`src/rtl/mdio_pkg.sv`:
```
// MDIO Clause 22 shared definitions: frame constants, FSM state encoding, frame-word builder.
// Latency: n/a (definitions only).
// Backpressure: n/a.
package mdio_pkg;

  localparam logic [1:0] MDIO_ST    = 2'b01;
  localparam logic [1:0] MDIO_OP_WR = 2'b01;
  localparam logic [1:0] MDIO_OP_RD = 2'b10;
  localparam logic [1:0] MDIO_TA_WR = 2'b10;

  localparam int MDIO_PRE_BITS   = 32;
  localparam int MDIO_FRAME_BITS = 64;
  // Frame bit positions (bit counter values) where TA and DATA begin.
  localparam int MDIO_TA_BIT     = 46;
  localparam int MDIO_DATA_BIT   = 48;

  typedef enum logic [2:0] {IDLE, PRE, HDR, TA, DATA, DONE} mdio_state_e;

  // Everything after the preamble, MSB first. Reads carry zeros in TA/DATA;
  // those bits are never driven because mdoEn is low there.
  function automatic logic [31:0] mdio_word(input logic        write,
                                            input logic [4:0]  phy,
                                            input logic [4:0]  regad,
                                            input logic [15:0] wdata);
    if (write)
      return {MDIO_ST, MDIO_OP_WR, phy, regad, MDIO_TA_WR, wdata};
    else
      return {MDIO_ST, MDIO_OP_RD, phy, regad, 2'b00, 16'h0000};
  endfunction

endpackage

```
`src/rtl/mdio_master_if.sv`:
```
// MDIO master request/response bus plus MDIO pad signals.
// Latency: n/a (wires only).
// Backpressure: req_valid/req_ready handshake; rsp_valid is a pulse with no ready.
// Ports: req_* request fields, rsp_* completion, mdc/mdo/mdoEn/mdi pad side.
interface mdio_master_if;
  logic        req_valid;
  logic        req_ready;
  logic        req_write;
  logic        no_preamble;
  logic [4:0]  req_phy;
  logic [4:0]  req_reg;
  logic [15:0] req_wdata;
  logic        rsp_valid;
  logic [15:0] rsp_rdata;
  logic        mdc;
  logic        mdo;
  logic        mdoEn;
  logic        mdi;

  // master: the MDIO master block itself.
  modport master (
    input  req_valid, req_write, no_preamble, req_phy, req_reg, req_wdata, mdi,
    output req_ready, rsp_valid, rsp_rdata, mdc, mdo, mdoEn
  );

  // slave: the register file / pad side that talks to the master.
  modport slave (
    output req_valid, req_write, no_preamble, req_phy, req_reg, req_wdata, mdi,
    input  req_ready, rsp_valid, rsp_rdata, mdc, mdo, mdoEn
  );
endinterface

```
`src/rtl/mdio_clkgen.sv`:
```
// MDC generator: CLK_DIV cycles low then CLK_DIV cycles high per bit, strobes at bit end.
// Latency: first low phase starts the cycle i_en rises; mdc is forced low whenever i_en is low.
// Backpressure: none; free-running while enabled.
// Ports: clock/reset, i_en (frame active), o_mdc, o_fall_stb (this edge drops mdc and
//        starts the next bit), o_samp_stb (last high cycle of the bit: sample mdi now).
module mdio_clkgen #(
  parameter int CLK_DIV = 20
) (
  input  logic clock,
  input  logic reset,
  input  logic i_en,
  output logic o_mdc,
  output logic o_fall_stb,
  output logic o_samp_stb
);

  localparam logic [7:0] DIV_LAST = 8'(CLK_DIV - 1);

  logic [7:0] r_cnt;
  logic       r_mdc;
  logic       w_wrap;

  assign w_wrap = (r_cnt == DIV_LAST);

  always_ff @(posedge clock or posedge reset) begin
    if (reset) begin
      r_cnt <= '0;
      r_mdc <= 1'b0;
    end else if (!i_en) begin
      // Holding the counter at zero makes the first bit start cleanly on enable.
      r_cnt <= '0;
      r_mdc <= 1'b0;
    end else if (w_wrap) begin
      r_cnt <= '0;
      r_mdc <= ~r_mdc;
    end else begin
      r_cnt <= r_cnt + 8'd1;
    end
  end

  assign o_mdc      = r_mdc;
  // The last high cycle is both the sampling point and the edge where the next bit begins.
  assign o_samp_stb = i_en && r_mdc && w_wrap;
  assign o_fall_stb = o_samp_stb;

endmodule

```
`src/rtl/mdio_master.sv`:
```
// MDIO Clause 22 master: serialises one read/write request into a 64 (or 32) bit frame.
// Latency: rsp_valid pulses N*2*CLK_DIV+1 cycles after the accept edge (N = 64, or 32 without preamble).
// Backpressure: req_ready only in IDLE; a held request waits and is accepted the cycle after rsp_valid.
// Ports: clock, reset (async, active-high), bus (mdio_master_if.master: request, response, MDIO pad).
module mdio_master
  import mdio_pkg::*;
#(
  parameter int CLK_DIV = 20
) (
  input  logic          clock,
  input  logic          reset,
  mdio_master_if.master bus
);

  mdio_state_e r_state;
  logic [5:0]  r_bitcnt;
  logic [31:0] r_shift;
  logic        r_write;
  logic        r_mdo;
  logic        r_mdoen;
  logic        r_rsp_vld;
  logic [15:0] r_rdata;
  logic        r_mdi_s1;
  logic        r_mdi_s2;

  logic        w_active;
  logic        w_accept;
  logic        w_mdc;
  logic        w_fall_stb;
  logic        w_samp_stb;
  logic [5:0]  w_next_bit;
  logic        w_next_mdo;
  logic        w_next_en;

  assign w_active   = (r_state == PRE) || (r_state == HDR) || (r_state == TA) || (r_state == DATA);
  assign w_accept   = bus.req_valid && (r_state == IDLE);
  assign w_next_bit = r_bitcnt + 6'd1;

  // Preamble bits are constant ones. On the first post-preamble bit the shift
  // register has not moved yet, so its MSB is the bit; afterwards the shift
  // happens on the same edge and the following bit sits at [30].
  assign w_next_mdo = (w_next_bit < 6'(MDIO_PRE_BITS)) ? 1'b1 :
                      (r_bitcnt   < 6'(MDIO_PRE_BITS)) ? r_shift[31] : r_shift[30];
  // Reads release the line from the turnaround onwards.
  assign w_next_en  = r_write || (w_next_bit < 6'(MDIO_TA_BIT));

  mdio_clkgen #(.CLK_DIV(CLK_DIV)) u_clkgen (
    .clock      (clock),
    .reset      (reset),
    .i_en       (w_active),
    .o_mdc      (w_mdc),
    .o_fall_stb (w_fall_stb),
    .o_samp_stb (w_samp_stb)
  );

  // mdi comes from the pad, unrelated to clock.
  always_ff @(posedge clock or posedge reset) begin
    if (reset) begin
      r_mdi_s1 <= 1'b0;
      r_mdi_s2 <= 1'b0;
    end else begin
      r_mdi_s1 <= bus.mdi;
      r_mdi_s2 <= r_mdi_s1;
    end
  end

  always_ff @(posedge clock or posedge reset) begin
    if (reset) begin
      r_state   <= IDLE;
      r_bitcnt  <= '0;
      r_shift   <= '0;
      r_write   <= 1'b0;
      r_mdo     <= 1'b0;
      r_mdoen   <= 1'b0;
      r_rsp_vld <= 1'b0;
      r_rdata   <= '0;
    end else begin
      case (r_state)
        IDLE: begin
          r_rsp_vld <= 1'b0;
          if (w_accept) begin
            r_write <= bus.req_write;
            r_shift <= mdio_word(bus.req_write, bus.req_phy, bus.req_reg, bus.req_wdata);
            r_rdata <= '0;
            r_mdoen <= 1'b1;
            if (bus.no_preamble) begin
              r_state  <= HDR;
              r_bitcnt <= 6'(MDIO_PRE_BITS);
              r_mdo    <= MDIO_ST[1];
            end else begin
              r_state  <= PRE;
              r_bitcnt <= '0;
              r_mdo    <= 1'b1;
            end
          end
        end

        PRE, HDR, TA, DATA: begin
          if (w_samp_stb && (r_state == DATA) && !r_write)
            r_rdata <= {r_rdata[14:0], r_mdi_s2};
          if (w_fall_stb) begin
            if (r_bitcnt == 6'(MDIO_FRAME_BITS - 1)) begin
              r_state   <= DONE;
              r_rsp_vld <= 1'b1;
              r_mdo     <= 1'b0;
              r_mdoen   <= 1'b0;
            end else begin
              r_bitcnt <= w_next_bit;
              if (w_next_bit == 6'(MDIO_PRE_BITS))
                r_state <= HDR;
              else if (w_next_bit == 6'(MDIO_TA_BIT))
                r_state <= TA;
              else if (w_next_bit == 6'(MDIO_DATA_BIT))
                r_state <= DATA;
              if (r_bitcnt >= 6'(MDIO_PRE_BITS))
                r_shift <= {r_shift[30:0], 1'b0};
              r_mdoen <= w_next_en;
              r_mdo   <= w_next_en & w_next_mdo;
            end
          end
        end

        DONE: begin
          r_rsp_vld <= 1'b0;
          r_state   <= IDLE;
        end

        default: begin
          r_state <= IDLE;
        end
      endcase
    end
  end

  assign bus.req_ready = (r_state == IDLE);
  assign bus.rsp_valid = r_rsp_vld;
  assign bus.rsp_rdata = r_rdata;
  assign bus.mdc       = w_mdc;
  assign bus.mdo       = r_mdo;
  assign bus.mdoEn     = r_mdoen;

endmodule

```
`src/flat_wrapper.sv`:
```
// flat-port wrapper written by rule: the top's interface ports become plain ports
module mdio_master_flat import mdio_pkg::*;
#(
  parameter int CLK_DIV = 20
)
  (clock, reset, bus_req_valid, bus_req_write, bus_no_preamble, bus_req_phy, bus_req_reg, bus_req_wdata, bus_mdi, bus_req_ready, bus_rsp_valid, bus_rsp_rdata, bus_mdc, bus_mdo, bus_mdoEn);
  mdio_master_if bus_i ();
  input  logic clock;
  input  logic reset;
  input wire logic [$bits(bus_i.req_valid)-1:0] bus_req_valid;
  input wire logic [$bits(bus_i.req_write)-1:0] bus_req_write;
  input wire logic [$bits(bus_i.no_preamble)-1:0] bus_no_preamble;
  input wire logic [$bits(bus_i.req_phy)-1:0] bus_req_phy;
  input wire logic [$bits(bus_i.req_reg)-1:0] bus_req_reg;
  input wire logic [$bits(bus_i.req_wdata)-1:0] bus_req_wdata;
  input wire logic [$bits(bus_i.mdi)-1:0] bus_mdi;
  output wire logic [$bits(bus_i.req_ready)-1:0] bus_req_ready;
  output wire logic [$bits(bus_i.rsp_valid)-1:0] bus_rsp_valid;
  output wire logic [$bits(bus_i.rsp_rdata)-1:0] bus_rsp_rdata;
  output wire logic [$bits(bus_i.mdc)-1:0] bus_mdc;
  output wire logic [$bits(bus_i.mdo)-1:0] bus_mdo;
  output wire logic [$bits(bus_i.mdoEn)-1:0] bus_mdoEn;
  assign bus_i.req_valid = bus_req_valid;
  assign bus_i.req_write = bus_req_write;
  assign bus_i.no_preamble = bus_no_preamble;
  assign bus_i.req_phy = bus_req_phy;
  assign bus_i.req_reg = bus_req_reg;
  assign bus_i.req_wdata = bus_req_wdata;
  assign bus_i.mdi = bus_mdi;
  assign bus_req_ready = bus_i.req_ready;
  assign bus_rsp_valid = bus_i.rsp_valid;
  assign bus_rsp_rdata = bus_i.rsp_rdata;
  assign bus_mdc = bus_i.mdc;
  assign bus_mdo = bus_i.mdo;
  assign bus_mdoEn = bus_i.mdoEn;
  mdio_master #(.CLK_DIV(CLK_DIV)) u_core (.clock(clock), .reset(reset), .bus(bus_i));
endmodule
```
`config.mk`:
```
export PLATFORM = sky130hd
export DESIGN_NAME = mdio_master_flat
export DESIGN_NICKNAME = d
export VERILOG_FILES = /design/src/rtl/mdio_pkg.sv /design/src/rtl/mdio_master_if.sv /design/src/rtl/mdio_clkgen.sv /design/src/rtl/mdio_master.sv /design/src/flat_wrapper.sv
export SDC_FILE = /design/constraint.sdc
export NUM_CORES = 1
export LEC_CHECK = 0
export CAP_MARGIN = 10
export CELL_PAD_IN_SITES_DETAIL_PLACEMENT = 1
export CELL_PAD_IN_SITES_GLOBAL_PLACEMENT = 1
export CORE_ASPECT_RATIO = 0.5
export CORE_UTILIZATION = 42
export DETAILED_ROUTE_END_ITERATION = 7
export GPL_ROUTABILITY_DRIVEN = 0
export PLACE_DENSITY_LB_ADDON = 0.08
export SLEW_MARGIN = 10
export SYNTH_ARGS = -nofsm -noshare
export SYNTH_HDL_FRONTEND = slang
export SYNTH_SLANG_ARGS = --single-unit
```
`constraint.sdc`:
```
create_clock -name clock -period 3 [get_ports clock]
set_clock_uncertainty 0.2 [all_clocks]
set_input_delay 0.3 -clock clock [delete_from_list [all_inputs] [get_ports clock]]
set_output_delay 0.3 -clock clock [all_outputs]
set_load 0.01 [all_outputs]
```
======== After elaboration in Yosys (flattened, before gate mapping) ========
Index checks and enable logic that the tools add are counted.
Widths: inputs -> output; s select.
operators by class
  add/sub/neg operators ................... 2
  magnitude comparators ................... 4
  equal/unequal tests ..................... 18
  multiplexer cells ....................... 40
  bitwise gates (word level) .............. 2
  reductions and logical operators ........ 22
operators by type and width
  cell                 count
  $mux 32              4
  $pmux 32 s2          1
  $mux 16              2
  $pmux 16 s2          1
  $mux 30              1
  $eq 6x6->1 const B   4
  $mux 6               4
  $lt 6x6->1 const B   3
  $mux 3               6
  $mux 8               2
  $mux 1               13
  $ne 2x1->1 const B   6
  $pmux 6 s2           1
  $reduce_and 3->1     4
  $add 8x1->8 const B  1
  $eq 8x5->1 const B   1
  $add 6x1->6 const B  1
  $eq 3x2->1 const B   2
  $eq 3x3->1 const B   2
  $ge 6x6->1 const B   1
  $pmux 1 s2           3
  $pmux 3 s2           1
  $logic_and 1x1->1    5
  $ne 5x1->1 const B   1
  other kinds (14)     18
word-level totals
  bits in registers ....................... 72
  output and inout port bits .............. 21
  logic and storage cells ................. 100

======== Logic depth before layout (Yosys ltp) ========
Gate-level depths: netlist (run 1).
  word-level depth ........................ 10
  mapped depth ............................ 9
  depth with buffers taken out ............ 7

======== Cells and area by module ========
A second synthesis (run 1) with hierarchy kept.
second synthesis, totals
  cell total of the unflattened synthesis .. 372
  area, all modules ....................... 3,495.9 um^2
by module, submodules not included
  module       times used  cells an instance  area an instance (um^2)  seq. area each (um^2)
  mdio_master  1           324                3,042.9                  1,576.5
  mdio_clkgen  1           48                 452.9                    225.2

======== Worst setup path before layout (run 1) ========
Ideal clock, no wire load.
  kind .................................... reg2reg
  start point ............................. register u_core.r_bitcnt[0]
  end point ............................... register u_core.r_state[0]
  library setup time ...................... 0.125 ns
  arrival time ............................ 1.936 ns
  setup slack ............................. 0.740 ns
  cell stages (with the launch flop) ...... 9
  path buffers ............................ 1
  clock period less this slack ............ 2.260 ns
  cells stage by stage .................... dfrtp_1 clkbuf_2 inv_1 ha_1 or4b_1 o22ai_1 a211o_1 o21ai_1 mux2_2
on the way
  cells in the longest elaborated chain, start to end .. 7
  elaborated cells between the ends (all ways) .. 12
  those cells by class .................... 1 x add/sub; 5 x eq/ne; 5 x mux; 1 x reduce/logical
RTL lines
  element                 RTL line            RTL
  from (decl)             mdio_master.sv:16   logic [5:0] r_bitcnt;
  from (signal assigned)  mdio_master.sv:88   r_bitcnt <= 6'(MDIO_PRE_BITS);
  from (signal assigned)  mdio_master.sv:108  r_bitcnt <= w_next_bit;
  $add 6x1->6             mdio_master.sv:37   assign w_next_bit = r_bitcnt + 6'd1;
  $eq 6x6->1              mdio_master.sv:111  else if (w_next_bit == 6'(MDIO_TA_BIT))
  $mux 3                  mdio_master.sv:111
  $mux 3                  mdio_master.sv:109  if (w_next_bit == 6'(MDIO_PRE_BITS))
  $mux 3                  mdio_master.sv:102  if (r_bitcnt == 6'(MDIO_FRAME_BITS - 1)) begin
  $mux 3                  mdio_master.sv:101  if (w_fall_stb) begin
  $pmux 3 s2              mdio_master.sv:78   case (r_state)
  to (signal assigned)    mdio_master.sv:103  r_state <= DONE;
  to (signal assigned)    mdio_master.sv:110  r_state <= HDR;
  to (signal assigned)    mdio_master.sv:112  r_state <= TA;
  to (decl)               mdio_master.sv:15   mdio_state_e r_state;
Parallel ways exist; a longest one is shown, timed or not. The select of a mux whose other input is x is not followed.
A chain may end at the register's enable or synchronous reset.

======== Worst setup path in the final report (run 1) ========
  start point ............................. register u_core.r_bitcnt[1]
  end point ............................... register u_core.r_shift[10]
on the way
  cells in the longest elaborated chain, start to end .. 3
  elaborated cells between the ends (all ways) .. 5
  those cells by class .................... 1 x order compare; 3 x eq/ne; 1 x reduce/logical
RTL lines
  element                                                    RTL line                                RTL
  $ge 6x6->1 / $eq 6x6->1 (equally long branches)            mdio_master.sv:115, mdio_master.sv:102
  $ne 2x1->1 (no line) / $ne 2x2->1 (equally long branches)  n/a
  $reduce_and 5->1 (no line) *                               n/a
  to (signal assigned)                                       mdio_master.sv:83                       r_shift <= mdio_word(bus.req_write, bus.req_phy, bus.req_reg, bus.req_wdata);
  to (signal assigned)                                       mdio_master.sv:116                      r_shift <= {r_shift[30:0], 1'b0};
  to (decl)                                                  mdio_master.sv:17                       logic [31:0] r_shift;
Every way passes the cells marked *; elsewhere a longest branch is shown, timed or not.

==> out/results.ini, run 1 <==
[status]
status = finished, final reports clean

[worst_setup_path]
r2r_setup_slack_ps = 300
cp_data_required_time_ps = 3050
cp_max_fo = 22
endpoint = u_core.r_shift[10]$_DFFE_PP0P_
cp_data_arrival_time_ps = 2750
reg2reg_depth = 7
reg2reg_from = u_core.r_bitcnt[1]$_DFFE_PP0P_
cp-end-kind = register
path_class = register to register
cp-startpoint = u_core.r_bitcnt[1]$_DFFE_PP0P_
r2r_end = u_core.r_shift[10]$_DFFE_PP0P_
worst_setup_path_start_kind = register

[clocking]
clkTransAtPathRegs_ps = 60
cts_buffer_depth = 2
cts_resized = 0
cts_buffers = 9
cts.sinks = 72
holdBufCountCts = 0
root_buffer = clkbuf_16
clock_latency_ps = 340
cts_setup_buffers = 0
htreeDepth = 3
cts_tree = yes

[detailed_routing]
wl_um = 8790
route.top_layer_used = met4
route.met3.wl_um = 396
drt-wirelength-per-cell_um = 17.4
met2_length_um = 3910
dr_total_vias = 2847
antenna_left = 0
viasPerCell = 5.65
wl_met1_um = 4370
firstDrtPassIters = 4
drtIter0Drc = 232
drc = 0

[global_route]
grt_pass1_wl_um = 14800
grt_max_degree = 29
overflow = 0
gr-usage-all-layers_pct = 21.8
antenna_found_initial = 0
grt_pass1_vias = 2832

[sta]
tightest_slew_ps = 726
slew_headroom_pct = 51.4
rsz0062_at_grt = no
fmax_ghz = 0.370
setup_viol = 0
hold_slack_ps = 54.9
period_share_pct = 90.1
finalSetupTns_ps = 0
layout_min_cycle_time_ps = 2700
hold_violations = 0
report.final.slew_viol_count = 0

[layout]
stdcell_count = 504
area_delta_synth_final_pct = 25.2
nets = 423
antennaDiodeCount = 0
drive_gt1_share_pct = 9.18
fin_area_sq_um = 4490

[min_path]
min_path_type = input pin to asynchronous set/reset pin

[logic_synthesis]
synth_warnings = 0
ys_seq_area_share_pct = 50.3
syn_nets = 374
synth_cell_types = 60
synth_edf_count = 0
synthArstFlopShare_pct = 100
syn_area_sq_um = 3580
synthFlopType = dfrtp_1
ys_ff_latch = 72
synth_cells = 338
syn_avg_cell_area_sq_um = 10.6

[floorplanning]
die_h_um = 67.3
die_w_um = 133
row_count = 23
top_level_ports = 53
core_area_sq_um = 8140
start_util_pct = 44.0
dieArea_sq_um = 8930

[place]
detailed_place_hpwl_um = 6190
place_area_sq_um = 4170
placed_cells = 488
io_buffer_count = 52

[pwr]
p_leak_nw = 1.92
peakVddDrop_uv = 366
p_per_area_nw_per_um2 = 865
p_total_mw = 3.88

[flow_run]
maxCapViolations = 0

state kept, by name, summed over array words and instances (netlist names), 3 cells and up:
signal / count
u_core.bus.rsp_rdata: 16
u_core.r_bitcnt: 6
u_core.r_shift: 32
u_core.r_state: 3
u_core.u_clkgen.r_cnt: 8
per-stage QoR:
| stage | setup WS (ps) | utilization, % |
|---|---|---|
| final | 297 | 55.1 |
| after detailed placement | 276 | 51.2 |
| after global routing | 135 | 55.1 |
| after floorplan | 675 | - |
| after CTS | 294 | 55.1 |
| after global placement | 404 | 51.2 |
layer usage:
layer / up-vias / track usage [%]
met5: - / 0
met4: 0 / 6.32
met3: 12 / 6.38
met2: 57 / 34.5
met1: 1424 / 29.4
li1: 1354 / -
layout by cell type (no fill, tap or decap), drive strengths merged, types with 2 or more instances in the layout:
cell type,Yosys,layout
mux2,2,2
a22oi,2,2
o22ai,15,15
nor3,4,4
a21oi,11,11
clkbuf,8,13
inv,9,9
nand3b,3,3
nand4b,2,2
nor2b,3,3
and3,3,3
a21o,2,2
o41ai,2,2
a31oi,2,2
or4b,2,2
dfrtp,72,72
nand4,3,3
a32o,2,2
buf,17,11
bufinv,0,2
xnor2,2,2
or3,2,2
nand3,5,5
a211o,2,2
clkdlybuf4s50,0,52
nor2,11,11
o21ai,27,27
o21a,2,2
and2,4,4
a22o,17,17
o31ai,2,2
nand2,41,41
o211ai,2,2
a2bb2oi,28,28
xor2,9,9
ha,4,4
layout make-up:
cell class,count,area (sq um)
Tap cell,112,140
Clock inverter,3,65.1
Fill cell,898,3660
Multi-Input combinational cell,232,1590
Timing Repair Buffer,63,603
Inverter,9,33.8
Clock buffer,13,250
Sequential cell,72,1800
power by group:
part / switching [mW] / internal (mW) / leakage [nW]
Sequential: 0.217 / 1.24 / 0.887
Clock: 0.400 / 0.750 / 0.154
Combinational: 0.693 / 0.587 / 0.880
synthesized netlist by cell type (6+ instances only):
library cell | n | area, sq um
inv_1 | 9 | 33.8
o21ai_0 | 24 | 120
buf_2 | 7 | 35.0
nand2_1 | 41 | 154
buf_4 | 6 | 45.0
a21oi_1 | 11 | 55.1
dfrtp_1 | 72 | 1800
xor2_1 | 9 | 78.8
clkbuf_1 | 7 | 26.3
nor2_1 | 11 | 41.3
a22o_1 | 17 | 149
o22ai_1 | 15 | 93.8
a2bb2oi_1 | 28 | 245
worst min path at each step:
stage	from	endpoint	slack, ps
2_1_floorplan	u_core.r_mdi_s1$_DFF_PP0_	u_core.r_mdi_s2$_DFF_PP0_	130
3_3_place_gp	u_core.r_mdi_s1$_DFF_PP0_	u_core.r_mdi_s2$_DFF_PP0_	130
3_5_place_dp	u_core.r_mdi_s1$_DFF_PP0_	u_core.r_mdi_s2$_DFF_PP0_	140
4_1_cts	reset	u_core.bus.rsp_rdata[1]$_DFFE_PP0P_	60
5_1_grt	reset	u_core.bus.rsp_rdata[1]$_DFFE_PP0P_	80
6_report	reset	u_core.bus.rsp_rdata[2]$_DFFE_PP0P_	50
critical path, stage by stage, from the launching register on:
cell and delay [ps]:
dfrtp_1 450, ha_1 310, nand3_1 280, o211ai_2 200, o21ai_4 470, o21a_1 220, buf_4 260, a2bb2oi_1 210
kinds of logic (layout without fill, tap and decap cells):
group / Yosys count / count (layout) / synth area share [%]
AO/OA/AOI/OAI: 124 / 124 / 25.4
AND/OR/NAND/NOR: 90 / 90 / 14.0
flip-flops: 72 / 72 / 50.3
buffers and inverters: 34 / 88 / 5.31
XOR/XNOR: 11 / 11 / 2.69
adder cells (fa/ha/maj): 4 / 4 / 1.40
multiplexers: 3 / 3 / 0.907
Note: power is estimated with default switching activity, not from simulation.
==> run 2: changes to the inputs <==
--- a/config.mk
+++ b/config.mk
@@ -9,6 +9,7 @@
 export CELL_PAD_IN_SITES_DETAIL_PLACEMENT = 1
 export CELL_PAD_IN_SITES_GLOBAL_PLACEMENT = 1
 export CORE_ASPECT_RATIO = 0.5
+export CORE_MARGIN = 2
 export CORE_UTILIZATION = 42
 export DETAILED_ROUTE_END_ITERATION = 7
 export GPL_ROUTABILITY_DRIVEN = 0
==> run 2 against run 1 <==
Compared with the run above:
- sequential power hardly changed
- core utilization up 0.25 points
- power up 2.1%
- largest cell class unchanged
- hold slack better by 94 ps
- combinational power grew 3%
==> out/results.ini, run 2 (synthesis gave the netlist of run 1 again) <==
[detailed_routing]
drc = 0  ; unchanged
wl_um = 9390  ; +6.8%
dr_total_vias = 2890  ; +1.5%
drt-wirelength-per-cell_um = 18.7  ; +7.0%
antenna_left = 0  ; unchanged
firstDrtPassIters = 4  ; unchanged
drtIter0Drc = 192  ; -17%
viasPerCell = 5.75  ; +1.7%

[sta]
fmax_ghz = 0.388  ; +4.9%
layout_min_cycle_time_ps = 2580  ; -127 ps
tightest_slew_ps = 681  ; -44.8 ps
setup_viol = 0  ; unchanged
report.final.slew_viol_count = 0  ; unchanged
period_share_pct = 85.9  ; -4.2 points
finalSetupTns_ps = 0  ; unchanged
hold_slack_ps = 149  ; +94.2 ps
slew_headroom_pct = 54.4  ; +3.0 points
rsz0062_at_grt = no
hold_violations = 0  ; unchanged

[clocking]
cts_buffers = 9  ; unchanged
root_buffer = clkbuf_16
cts_setup_buffers = 0  ; unchanged
cts_resized = 0  ; unchanged
cts_buffer_depth = 2  ; unchanged
clock_latency_ps = 340  ; about the same
clkTransAtPathRegs_ps = 60  ; about the same
cts.sinks = 72  ; unchanged
holdBufCountCts = 0  ; unchanged
htreeDepth = 3  ; unchanged
cts_tree = yes

[floorplanning]
row_count = 23  ; unchanged
top_level_ports = 53  ; unchanged
die_h_um = 69.3  ; +3.0%
die_w_um = 135  ; +1.5%
start_util_pct = 44.0  ; unchanged
dieArea_sq_um = 9330  ; +4.5%
core_area_sq_um = 8140  ; unchanged

[pwr]
peakVddDrop_uv = 402  ; +9.6%
p_per_area_nw_per_um2 = 880  ; +1.7%
p_leak_nw = 1.93  ; +0.36%

[layout]
drive_gt1_share_pct = 9.72  ; +0.53 points
antennaDiodeCount = 0  ; unchanged
nets = 422  ; -0.24%
multi_input_area_sq_um = 1590  ; unchanged
regMostFlops = u_core.r_shift
largest_reg_flops = 32  ; unchanged
final_common_cell = dfrtp_1
register_area_sq_um = 1800  ; unchanged
layout_common_cells = dfrtp_1 (72), clkdlybuf4s50_1 (52), nand2_1 (41), a2bb2oi_1 (28), o21ai_0 (24)
nFillCells = 878  ; -2.2%
area_delta_synth_final_pct = 25.7

[worst_setup_path]
worst_setup_path_start_kind = register
cp_data_required_time_ps = 3010  ; -40 ps
r2r_setup_slack_ps = 420  ; +130 ps
reg2reg_depth = 7  ; unchanged
cp-end-kind = register
cp_data_arrival_time_ps = 2590  ; -160 ps
cp_max_fo = 26  ; +18%
reg2reg_from = u_core.r_bitcnt[0]$_DFFE_PP0P_
r2r_end = u_core.r_shift[11]$_DFFE_PP0P_
path_class = register to register

[place]
io_buffer_count = 52  ; unchanged
detailed_place_hpwl_um = 6440  ; +4.0%

[min_path]
hold_depth = 0
hold_end = u_core.r_mdi_s2$_DFF_PP0_
min_path_type = register to register
min_from = u_core.r_mdi_s1$_DFF_PP0_

[global_route]
overflow = 0  ; unchanged
grt_pass1_vias = 3118  ; +10%
gr-usage-all-layers_pct = 22.3  ; +0.47 points
grt_pass1_wl_um = 16300  ; +10%
antenna_found_initial = 0  ; unchanged
grt_max_degree = 41  ; +41%

[flow_run]
maxCapViolations = 0  ; unchanged

[status]
status = finished, final reports clean

==> run 2: layout make-up <==
| type | instances | share of cell area [%] |
|---|---|---|
| Sequential cell | 72 | 40.0 |
| Clock buffer | 10 | 5.30 |
| Timing Repair Buffer | 62 | 13.5 |
| Multi-Input combinational cell | 232 | 35.3 |
| Tap cell | 112 | 3.11 |
| Inverter | 9 | 0.750 |
| Clock inverter | 6 | 2.03 |
==> run 2: through the flow <==
stage	std cells	setup WS, ps	power, mW	util (%)	area (sq um)
global placement	487	516	2.69	51.3	4180
global route	503	213	4.22	55.3	4510
finish	503	424	3.97	55.3	4510
CTS	503	446	3.98	55.3	4510
floorplan	338	675	2.40	-	3580
detailed placement	487	423	2.76	51.3	4180
==> run 2: worst max-delay path by stage <==
| stage | start | to | slack, ps |
|---|---|---|---|
| floorplan | reset | u_core.bus.mdo$_DFFE_PP0P_ | 680 |
| global placement | bus_req_valid | u_core.r_shift[18]$_DFFE_PP0P_ | 520 |
| detailed placement | bus_req_valid | u_core.r_shift[17]$_DFFE_PP0P_ | 420 |
| CTS | u_core.r_bitcnt[0]$_DFFE_PP0P_ | u_core.r_shift[11]$_DFFE_PP0P_ | 450 |
| global route | u_core.r_bitcnt[0]$_DFFE_PP0P_ | u_core.r_shift[17]$_DFFE_PP0P_ | 210 |
| finish | u_core.r_bitcnt[0]$_DFFE_PP0P_ | u_core.r_shift[11]$_DFFE_PP0P_ | 420 |
==> run 2: power breakdown <==
group          total [mW]  leakage [nW]  internal [mW]  switching [mW]
Sequential           1.46         0.887           1.23           0.221
Combinational        1.32         0.878          0.599           0.717
Clock                1.19         0.163          0.755           0.440
Total                3.97          1.93           2.59            1.38
==> run 2: layer usage <==
| layer | part of all wire (%) | global-route usage (%) | up-vias |
|---|---|---|---|
| li1 | - | - | 1358 |
| met1 | 48 | 30.1 | 1456 |
| met2 | 47 | 35.5 | 62 |
| met3 | 4.2 | 5.63 | 14 |
| met4 | 1.4 | 6.90 | 0 |
| met5 | 0 | 0 | - |
==> run 2: worst max-delay path, stage by stage (launching register included) <==
cell and delay [ps]:
dfrtp_1 540, ha_1 380, nand3_1 290, o211ai_2 380
o21ai_4 100, o21a_1 200, buf_12 190, a2bb2oi_1 140
